==> src/rtl/lpf_pkg.sv <==
// Shared types and constants for the low-pass stage sequencer.
package lpf_pkg;

    localparam int SAMPLE_W   = 16;
    localparam int DIFF_W     = 17;
    localparam int PROD_W     = 33;
    localparam int INC_W      = 18;
    localparam int NUM_STAGES = 3;
    localparam int FRAC_W     = 15;

    typedef logic signed [SAMPLE_W-1:0] sample_t;
    typedef sample_t coef_bank_t [NUM_STAGES];

    localparam sample_t C0_DEFAULT = 16'sh099b;
    localparam sample_t C1_DEFAULT = 16'sh0a86;
    localparam sample_t C2_DEFAULT = 16'sh0b6e;

    typedef enum logic [1:0] {
        IDLE = 2'd0,
        ST0  = 2'd1,
        ST1  = 2'd2,
        ST2  = 2'd3
    } lpf_state_e;

endpackage

==> src/rtl/lpf_stage_sequencer_mac_step.sv <==
// One filter stage: s_o = limit16(b + (coef * (a - b)) >>> 15).
// LPF_SEQ_SATURATE_EN selects saturating limit16; otherwise the result wraps.
module lpf_mac_step
    import lpf_pkg::*;
(
    input  logic signed [SAMPLE_W-1:0] a_i,
    input  logic signed [SAMPLE_W-1:0] b_i,
    input  logic signed [SAMPLE_W-1:0] coef_i,
    output logic signed [SAMPLE_W-1:0] s_o
);

    logic signed [DIFF_W-1:0]  diff;
    logic signed [PROD_W-1:0]  coef_x;
    logic signed [PROD_W-1:0]  diff_x;
    logic signed [PROD_W-1:0]  prod;
    logic signed [INC_W-1:0]   inc;
    logic signed [INC_W:0]     sum;

    // Fractional product bits fall below the Q1.15 point and are discarded by design.
    logic unused_lsbs;

    always_comb begin
        diff   = {a_i[SAMPLE_W-1], a_i} - {b_i[SAMPLE_W-1], b_i};
        coef_x = {{(PROD_W-SAMPLE_W){coef_i[SAMPLE_W-1]}}, coef_i};
        diff_x = {{(PROD_W-DIFF_W){diff[DIFF_W-1]}}, diff};
        prod   = coef_x * diff_x;
        // Slicing the top bits is the floor (arithmetic) shift by FRAC_W.
        inc    = prod[PROD_W-1:FRAC_W];
        sum    = {inc[INC_W-1], inc} + {{(INC_W+1-SAMPLE_W){b_i[SAMPLE_W-1]}}, b_i};
    end

`ifdef LPF_SEQ_SATURATE_EN
    localparam logic signed [INC_W:0] SUM_MAX = 19'sd32767;
    localparam logic signed [INC_W:0] SUM_MIN = -19'sd32768;

    always_comb begin
        if (sum > SUM_MAX) begin
            s_o = 16'sh7fff;
        end else if (sum < SUM_MIN) begin
            s_o = 16'sh8000;
        end else begin
            s_o = sum[SAMPLE_W-1:0];
        end
    end

    assign unused_lsbs = ^prod[FRAC_W-1:0];
`else
    assign s_o         = sum[SAMPLE_W-1:0];
    assign unused_lsbs = ^{prod[FRAC_W-1:0], sum[INC_W:SAMPLE_W]};
`endif

endmodule

==> src/rtl/lpf_stage_sequencer.sv <==
// Sample-rate scheduler for a 3-pole one-pole cascade, one stage per clock on a shared multiplier.
// Define LPF_SEQ_SATURATE_EN to saturate stage results (handled inside lpf_mac_step).
module lpf_stage_sequencer
    import lpf_pkg::*;
#(
    parameter logic signed [SAMPLE_W-1:0] C0_INIT = C0_DEFAULT,
    parameter logic signed [SAMPLE_W-1:0] C1_INIT = C1_DEFAULT,
    parameter logic signed [SAMPLE_W-1:0] C2_INIT = C2_DEFAULT
) (
    input  logic                       clk,
    input  logic                       rstn,
    input  logic                       clkEn,
    input  logic signed [SAMPLE_W-1:0] iIn,
    input  logic                       iCoefWe,
    input  logic [1:0]                 iCoefAddr,
    input  logic signed [SAMPLE_W-1:0] iCoefData,
    input  logic                       iClrOverrun,
    output logic signed [SAMPLE_W-1:0] oOut,
    output logic                       oValid,
    output logic                       oBusy,
    output logic                       oOverrun
);

    lpf_state_e state_q, state_d;
    sample_t    x_q, x_d;
    sample_t    s0_q, s0_d;
    sample_t    s1_q, s1_d;
    sample_t    s2_q, s2_d;
    sample_t    out_q, out_d;
    logic       valid_q, valid_d;
    logic       overrun_q, overrun_d;
    coef_bank_t coef_q, coef_d;
    coef_bank_t shadow_q, shadow_d;

    sample_t    mac_a, mac_b, mac_c, mac_s;

    // Operand mux for the single shared stage unit, selected by the active stage.
    always_comb begin
        mac_a = x_q;
        mac_b = s0_q;
        mac_c = shadow_q[0];
        case (state_q)
            ST1: begin
                mac_a = s0_q;
                mac_b = s1_q;
                mac_c = shadow_q[1];
            end
            ST2: begin
                mac_a = s1_q;
                mac_b = s2_q;
                mac_c = shadow_q[2];
            end
            default: ;
        endcase
    end

    lpf_mac_step u_mac (
        .a_i    (mac_a),
        .b_i    (mac_b),
        .coef_i (mac_c),
        .s_o    (mac_s)
    );

    always_comb begin
        // NOTE: every signal gets a default before the case so no path can infer a latch.
        state_d   = state_q;
        x_d       = x_q;
        s0_d      = s0_q;
        s1_d      = s1_q;
        s2_d      = s2_q;
        out_d     = out_q;
        valid_d   = 1'b0;
        overrun_d = overrun_q;
        coef_d    = coef_q;
        shadow_d  = shadow_q;

        case (state_q)
            IDLE: begin
                if (clkEn) begin
                    x_d      = iIn;
                    shadow_d = coef_q;
                    state_d  = ST0;
                end
            end
            ST0: begin
                s0_d    = mac_s;
                state_d = ST1;
            end
            ST1: begin
                s1_d    = mac_s;
                state_d = ST2;
            end
            ST2: begin
                s2_d    = mac_s;
                out_d   = mac_s;
                valid_d = 1'b1;
                state_d = IDLE;
            end
            default: state_d = IDLE;
        endcase

        if (clkEn && state_q != IDLE) begin
            overrun_d = 1'b1;
        end
        if (iClrOverrun) begin
            overrun_d = 1'b0;
        end

        // Bank writes take effect at once; an in-flight sample reads only its shadow copy.
        if (iCoefWe && iCoefAddr != 2'd3) begin
            coef_d[iCoefAddr] = iCoefData;
        end
    end

    // NOTE: sequential state uses non-blocking assignments so all flops update together.
    always_ff @(posedge clk) begin
        if (!rstn) begin
            state_q   <= IDLE;
            x_q       <= '0;
            s0_q      <= '0;
            s1_q      <= '0;
            s2_q      <= '0;
            out_q     <= '0;
            valid_q   <= 1'b0;
            overrun_q <= 1'b0;
            // NOTE: the coefficient bank is a small register file, so it can and must reset to known values.
            coef_q    <= '{C0_INIT, C1_INIT, C2_INIT};
            shadow_q  <= '{C0_INIT, C1_INIT, C2_INIT};
        end else begin
            state_q   <= state_d;
            x_q       <= x_d;
            s0_q      <= s0_d;
            s1_q      <= s1_d;
            s2_q      <= s2_d;
            out_q     <= out_d;
            valid_q   <= valid_d;
            overrun_q <= overrun_d;
            coef_q    <= coef_d;
            shadow_q  <= shadow_d;
        end
    end

    assign oOut     = out_q;
    assign oValid   = valid_q;
    assign oBusy    = (state_q != IDLE);
    assign oOverrun = overrun_q;

endmodule

==> config.mk <==
export PLATFORM = sky130hd
export DESIGN_NAME = lpf_stage_sequencer
export DESIGN_NICKNAME = d
export VERILOG_FILES = /design/src/rtl/lpf_pkg.sv /design/src/rtl/lpf_stage_sequencer_mac_step.sv /design/src/rtl/lpf_stage_sequencer.sv
export SDC_FILE = /design/constraint.sdc
export NUM_CORES = 1
export LEC_CHECK = 0
export ABC_AREA = 1
export CAP_MARGIN = 20
export CORE_ASPECT_RATIO = 1.4
export CORE_UTILIZATION = 45
export CTS_CLUSTER_SIZE = 12
export DETAILED_ROUTE_END_ITERATION = 8
export PLACE_DENSITY = 0.71
export SLEW_MARGIN = 20
export SYNTH_ARGS = -nofsm -noshare
export SYNTH_HDL_FRONTEND = slang
export SYNTH_SLANG_ARGS = --single-unit
export TNS_END_PERCENT = 1
==> constraint.sdc <==
create_clock -name clk -period 26.8 [get_ports clk]
set_input_delay 8.04 -clock clk [delete_from_list [all_inputs] [get_ports clk]]
set_output_delay 8.04 -clock clk [all_outputs]
set_load 0.1 [all_outputs]
---- Yosys cells after proc, flatten, opt, wreduce, memory -nomap -nowiden ----
Cells that the tools add are included.
cells by class
  add/sub/neg operators ................... 2
  multiply operators ...................... 1
  magnitude comparators ................... 2
  equal/unequal tests ..................... 5
  multiplexer cells ....................... 9
  bitwise logic cells ..................... 2
  reductions and logical operators ........ 7
operator list
  operator                                                    number
  case mux 16 bit (2 select lines)                            3
  bitwise mux 48 bit                                          1
  demux 16 bit (select 2 bit)                                 1
  multiplier 16 x 17 -> 31 bit                                1
  subtractor 16 x 16 -> 17 bit                                1
  adder 16 bit                                                1
  2-to-1 mux 16 bit                                           1
  case mux 2 bit (4 select lines)                             1
  equality test 2 bit, second input constant                  2
  != test 2 bit, second input constant                        2
  greater-or-equal comparator 3 bit, second input constant    1
  logical AND 1 bit                                           3
  less-than comparator 3 x 1 -> 1 bit, second input constant  1
  NOT 2 -> 3 bit                                              1
  equality test 2 x 1 -> 1 bit, second input constant         1
  zero test 2 bit                                             1
  2-to-1 mux 2 bit                                            1
  AND reduction 2 bit                                         1
  nonzero test 2 bit                                          1
  OR reduction 2 bit                                          1
  2-to-1 mux 1 bit                                            1
  NOT 1 bit                                                   1
word-level totals
  register bits after elaboration ......... 164
  input port bits ......................... 39
  output and inout bits ................... 19

---- Longest topological paths before layout ----
  word-level depth ........................ 6
  depth in mapped cells ................... 59
  gate-level depth less buffers ........... 55

---- By module ----
A second synthesis with hierarchy kept.
unflattened totals
  cells, all modules ...................... 2483
  area, all modules ....................... 18375.1 sq um
by module, submodules not included
  module               times used  cells each  area each (sq um)  sequential area each (sq um)
  lpf_mac_step         1           1485        11400.9            0.0
  lpf_stage_sequencer  1           998         6974.2             3283.1

---- Least setup slack after synthesis ----
No wires, ideal clock.
  path kind ............................... reg-to-reg
  start point ............................. register state_q[0]
  end point ............................... register s1_q[15]
  data arrival time ....................... 10015 ps
  data required time ...................... 26691 ps
  setup slack ............................. 16676 ps
  cell stages (with the launch flop) ...... 55
  clock period less this slack ............ 10124 ps
  path through ............................ dfxtp_1 > inv_1 > ha_1 > nor2_4 > buf_6 > clkbuf_1 > buf_1 > clkbuf_1 > a22oi_1 > nand2_1 > ha_1 > inv_1 > fa_1 > nand2_1 > inv_1 > o21ai_1 > nand2_1 > nand3_1 > [... 19 more ...] > nand3_1 > nand2_1 > nand3_1 > nand2_1 > nand3_1 > nand2_1 > inv_1 > o21ai_0 > xor2_1 > ha_1 > a21oi_1 > o21bai_1 > a221oi_1 > nand2_1 > nand2_2 > nand3_1 > nand2_1 > inv_1
between the ends
  longest elaborated chain between the ends .. 5
  elaborated cells between the ends (all ways) .. 8
  classes of those cells .................. add/sub (2); mul (1); eq/ne (2); mux (3)
ends and longest elaborated chain
  what                                    RTL line                                              text
  start, declared                         lpf_stage_sequencer.sv:24                             lpf_state_e state_q, state_d;
  start signal, assigned                  lpf_stage_sequencer.sv:130                            state_q <= state_d;
  equality test 2 bit (on tied branches)  lpf_stage_sequencer.sv:42, lpf_stage_sequencer.sv:77
  case mux 16 bit (2 select lines)        lpf_stage_sequencer.sv:42                             case (state_q)
  subtractor 16 x 16 -> 17 bit            lpf_stage_sequencer_mac_step.sv:23                    diff = {a_i[SAMPLE_W-1], a_i} - {b_i[SAMPLE_W-1], b_i};
  multiplier 16 x 17 -> 31 bit            lpf_stage_sequencer_mac_step.sv:26                    prod = coef_x * diff_x;
  adder 16 bit                            lpf_stage_sequencer_mac_step.sv:29                    sum = {inc[INC_W-1], inc} + {{(INC_W+1-SAMPLE_W){b_i[SAMPLE_W-1]}}, b_i};
  end signal, assigned                    lpf_stage_sequencer.sv:121                            s1_q <= '0;
  end signal, assigned                    lpf_stage_sequencer.sv:133                            s1_q <= s1_d;
  end, declared                           lpf_stage_sequencer.sv:27                             sample_t s1_q, s1_d;
Several ways; a longest one is shown, not always the timed one.
A chain may end at the register's enable or synchronous reset.

---- Worst setup path in the final report ----
  start point ............................. register state_q[0]
  end point ............................... register s0_q[14]
between the ends
  longest elaborated chain between the ends .. 5
  elaborated cells between the ends (all ways) .. 9
  classes of those cells .................. add/sub (2); mul (1); eq/ne (3); mux (3)
ends and longest elaborated chain
  what                              RTL line                            text
  equality test 2 bit               lpf_stage_sequencer.sv:42
  case mux 16 bit (2 select lines)  lpf_stage_sequencer.sv:42
  subtractor 16 x 16 -> 17 bit      lpf_stage_sequencer_mac_step.sv:23
  multiplier 16 x 17 -> 31 bit      lpf_stage_sequencer_mac_step.sv:26
  adder 16 bit                      lpf_stage_sequencer_mac_step.sv:29
  end signal, assigned              lpf_stage_sequencer.sv:120          s0_q <= '0;
  end signal, assigned              lpf_stage_sequencer.sv:132          s0_q <= s0_d;
  end, declared                     lpf_stage_sequencer.sv:26           sample_t s0_q, s0_d;
Several ways; a longest one is shown, not always the timed one.

==> run_results.csv <==
group,metric,value,unit
outcome,status,"finished, final reports clean",
layout,fillers,3847,
cts,insertion_delay,430,ps
cts,clockBufferDepth,2,
floorplan,die_w,171,µm
sta,period_needed,11380,ps
cts,cts_resized,0,
cts,hold_buffers,0,
synthesis,async_flop_share,0,%
synthesis,syn_inst,2379,
grt,grt_max_degree,68,
sta,finClkSkew,9.66,ps
synthesis,synthFlopType,"dfxtp_1",
synthesis,netlist_top_cells_count,"522 x inv_1, 435 x nand2_1, 263 x fa_1, 251 x nor2_1, 164 x dfxtp_1",
sta,setup_viol,0,
cts,h-tree-depth,4,
sta,worst_pin_slew,1310,ps
synthesis,ys_types,49,
sta,rsz0062_at_grt,"no",
critical_path,rr_endpoint,"s0_q[14]",
layout,antenna_cells,0,
sta,timing.setup.tns,0,ps
drt,ant_nets,0,
drt,drtIter0Drc,967,
synthesis,ys_seq_elements,164,
synthesis,seq_area_frac_synth,18.2,%
sta,drv_slew,0,
critical_path,crit_path_end_kind,"flip-flop",
sta,relSlewSlack,12.6,%
critical_path,crit_fanout,60,
floorplan,start_util,45.7,%
place,hpwl,40.4,mm
grt,grt_pass1_wl,81.1,mm
synthesis,synth-edff-count,0,
drt,first_pass_iters,6,
cts,cts_setup_buffers,0,
floorplan,row_count,86,
critical_path,crit_arrival,11710,ps
floorplan,dieHeight,239,µm
place,numPortBuffers,57,
cts,cts_buffers,17,
min_path,hold_end,"shadow_q[26]",
layout,regArea,0.00328,mm²
grt,grt_pass1_vias,16000,
min_path,hold_path_startpoint,"shadow_q[26]",
layout,multi_input_area,0.0124,mm²
floorplan,core,0.0394,mm²
min_path,whs_path_depth,2,
layout,fin_nets,2812,
cts,clock_sinks,164,
critical_path,worstPathRequired,27140,ps
critical_path,r2r_start,"state_q[0]",
synthesis,yosysMostFrequentCell,"inv_1",
drt,wire_per_inst,16.9,µm
drt,drc_errors,0,
synthesis,synth_top_cell_area_share,29.2,%
layout,drive_above_1_share,4.97,%
cts,cts_tree,"yes",
floorplan,die_area,0.0408,mm²
min_path,worstHoldPathType,"flip-flop to flip-flop",
synthesis,synth.area.top_cells,"fa_1 29%, dfxtp_1 18%, inv_1 11%",
job,max-cap-violations,0,
sta,fmax,87.9,MHz
drt,vias,15400,
critical_path,rrSetupSlack,15420,ps
grt,grtUsageTotal,25.7,%
drt,vias_per_cell,5.24,
grt,antenna_found_initial,0,
sta,hold_viol,0,
critical_path,cp-start-kind,"flip-flop",
cts,cts-root-buf,"clkbuf_16",
synthesis,ys_warn_count,0,
synthesis,synth.cell_area,0.0180,mm²
sta,fin_crit_sh,42.5,%
layout,area_growth,9.71,%
critical_path,worst-r2r-cell-count,49,
grt,overflow,0,
synthesis,yosys.area.top_type,"fa_1",
critical_path,crit_type,"flip-flop to flip-flop",
synthesis,syn_nets,2788,
critical_path,cpPeakStageDelay,560,ps
cts,clk_pin_slew_worst_paths,60,ps
critical_path,crit_slowest_cell,"buf_4",
synthesis,synth.avg_cell_area,7.57,µm²
drt,wl,49.7,mm
floorplan,io_pins,58,
place,gp_congestion,0.960,
## through the flow
| step | instances | cell area [µm²] | setup WS [ps] | hold slack, ps | util, % |
|---|---|---|---|---|---|
| global placement | 2911 | 19100 | 15660 | 437 | 48.6 |
| CTS | 2943 | 19700 | 15480 | 455 | 50.1 |
| finish | 2944 | 19800 | 15420 | 455 | 50.2 |
| detailed placement | 2911 | 19100 | 15520 | 443 | 48.6 |
| floorplan | 2379 | 18000 | 16680 | 429 | - |
| global route | 2944 | 19800 | 14660 | 478 | 50.2 |
## worst max-delay path by stage
stage,slack (ps),endpoint,from,cells after the start
global placement,15660,s0_q[14],state_q[0],49
floorplan,16680,s1_q[15],state_q[0],54
global route,14660,s1_q[14],state_q[0],49
detailed placement,15520,s0_q[14],state_q[0],49
CTS,15480,s0_q[14],state_q[0],49
finish,15420,s0_q[14],state_q[0],49
## placed cells by master, fill, tap and decap left out, types with 9 or more instances in the layout
cell and instances:
a21oi_1 151, buf_4 26, o22ai_1 24, clkbuf_16 17, ha_1 107, o21ai_0 95
nor3_1 12, nand3_1 102, dfxtp_1 164, o211ai_1 13, a21oi_2 11, xor2_1 23
o221ai_1 9, xnor2_1 14, nand2_2 25, inv_1 521, nor2_1 251, clkdlybuf4s50_1 56
fa_1 263, nand2_1 434
## kinds of logic (layout without fill, tap and decap cells)
logic type	Yosys count	count (layout)	synth area share [%]
AOI/OAI and AO/OA	339	339	10.5
xor gates and xnor gates	40	40	2.07
adders and majority gates	370	370	36.7
buffers and inverters	610	647	12.9
DFF	164	164	18.2
and+or+nand+nor	856	856	19.7
## area by class of cell
cell class / instances / share of cell area [%]
repair buffers: 84 / 3.95
well taps: 528 / 3.34
clock buffers: 18 / 2.22
flip-flops and latches: 164 / 16.6
inverters: 531 / 10.1
clock inverters: 14 / 0.887
multi-input cells: 1605 / 62.9
## layer usage
metal / share of wire (%) / track usage [%]
met1: 37 / 28.8
met5: 0 / 0
met3: 5.4 / 2.95
met2: 52 / 46.5
met4: 5.9 / 14.7
## state kept, by name, indices dropped and copies added (netlist names)
register	count
coef_q	48
oOut	16
oOverrun	1
oValid	1
s0_q	16
s1_q	16
shadow_q	48
state_q	2
x_q	16
## worst max-delay path: cells and delay by family (launching register included)
family,cells,cell delay (ps)
AOI/OAI and AO/OA,11,2620
xor gates and xnor gates,1,150
DFF,1,370
buffers and inverters,11,1490
and+or+nand+nor,15,2060
adders and majority gates,11,4550
Power is left out: the tool's default activity adds up to more than one toggle a clock period on the data nets, which glitch-free logic cannot reach.
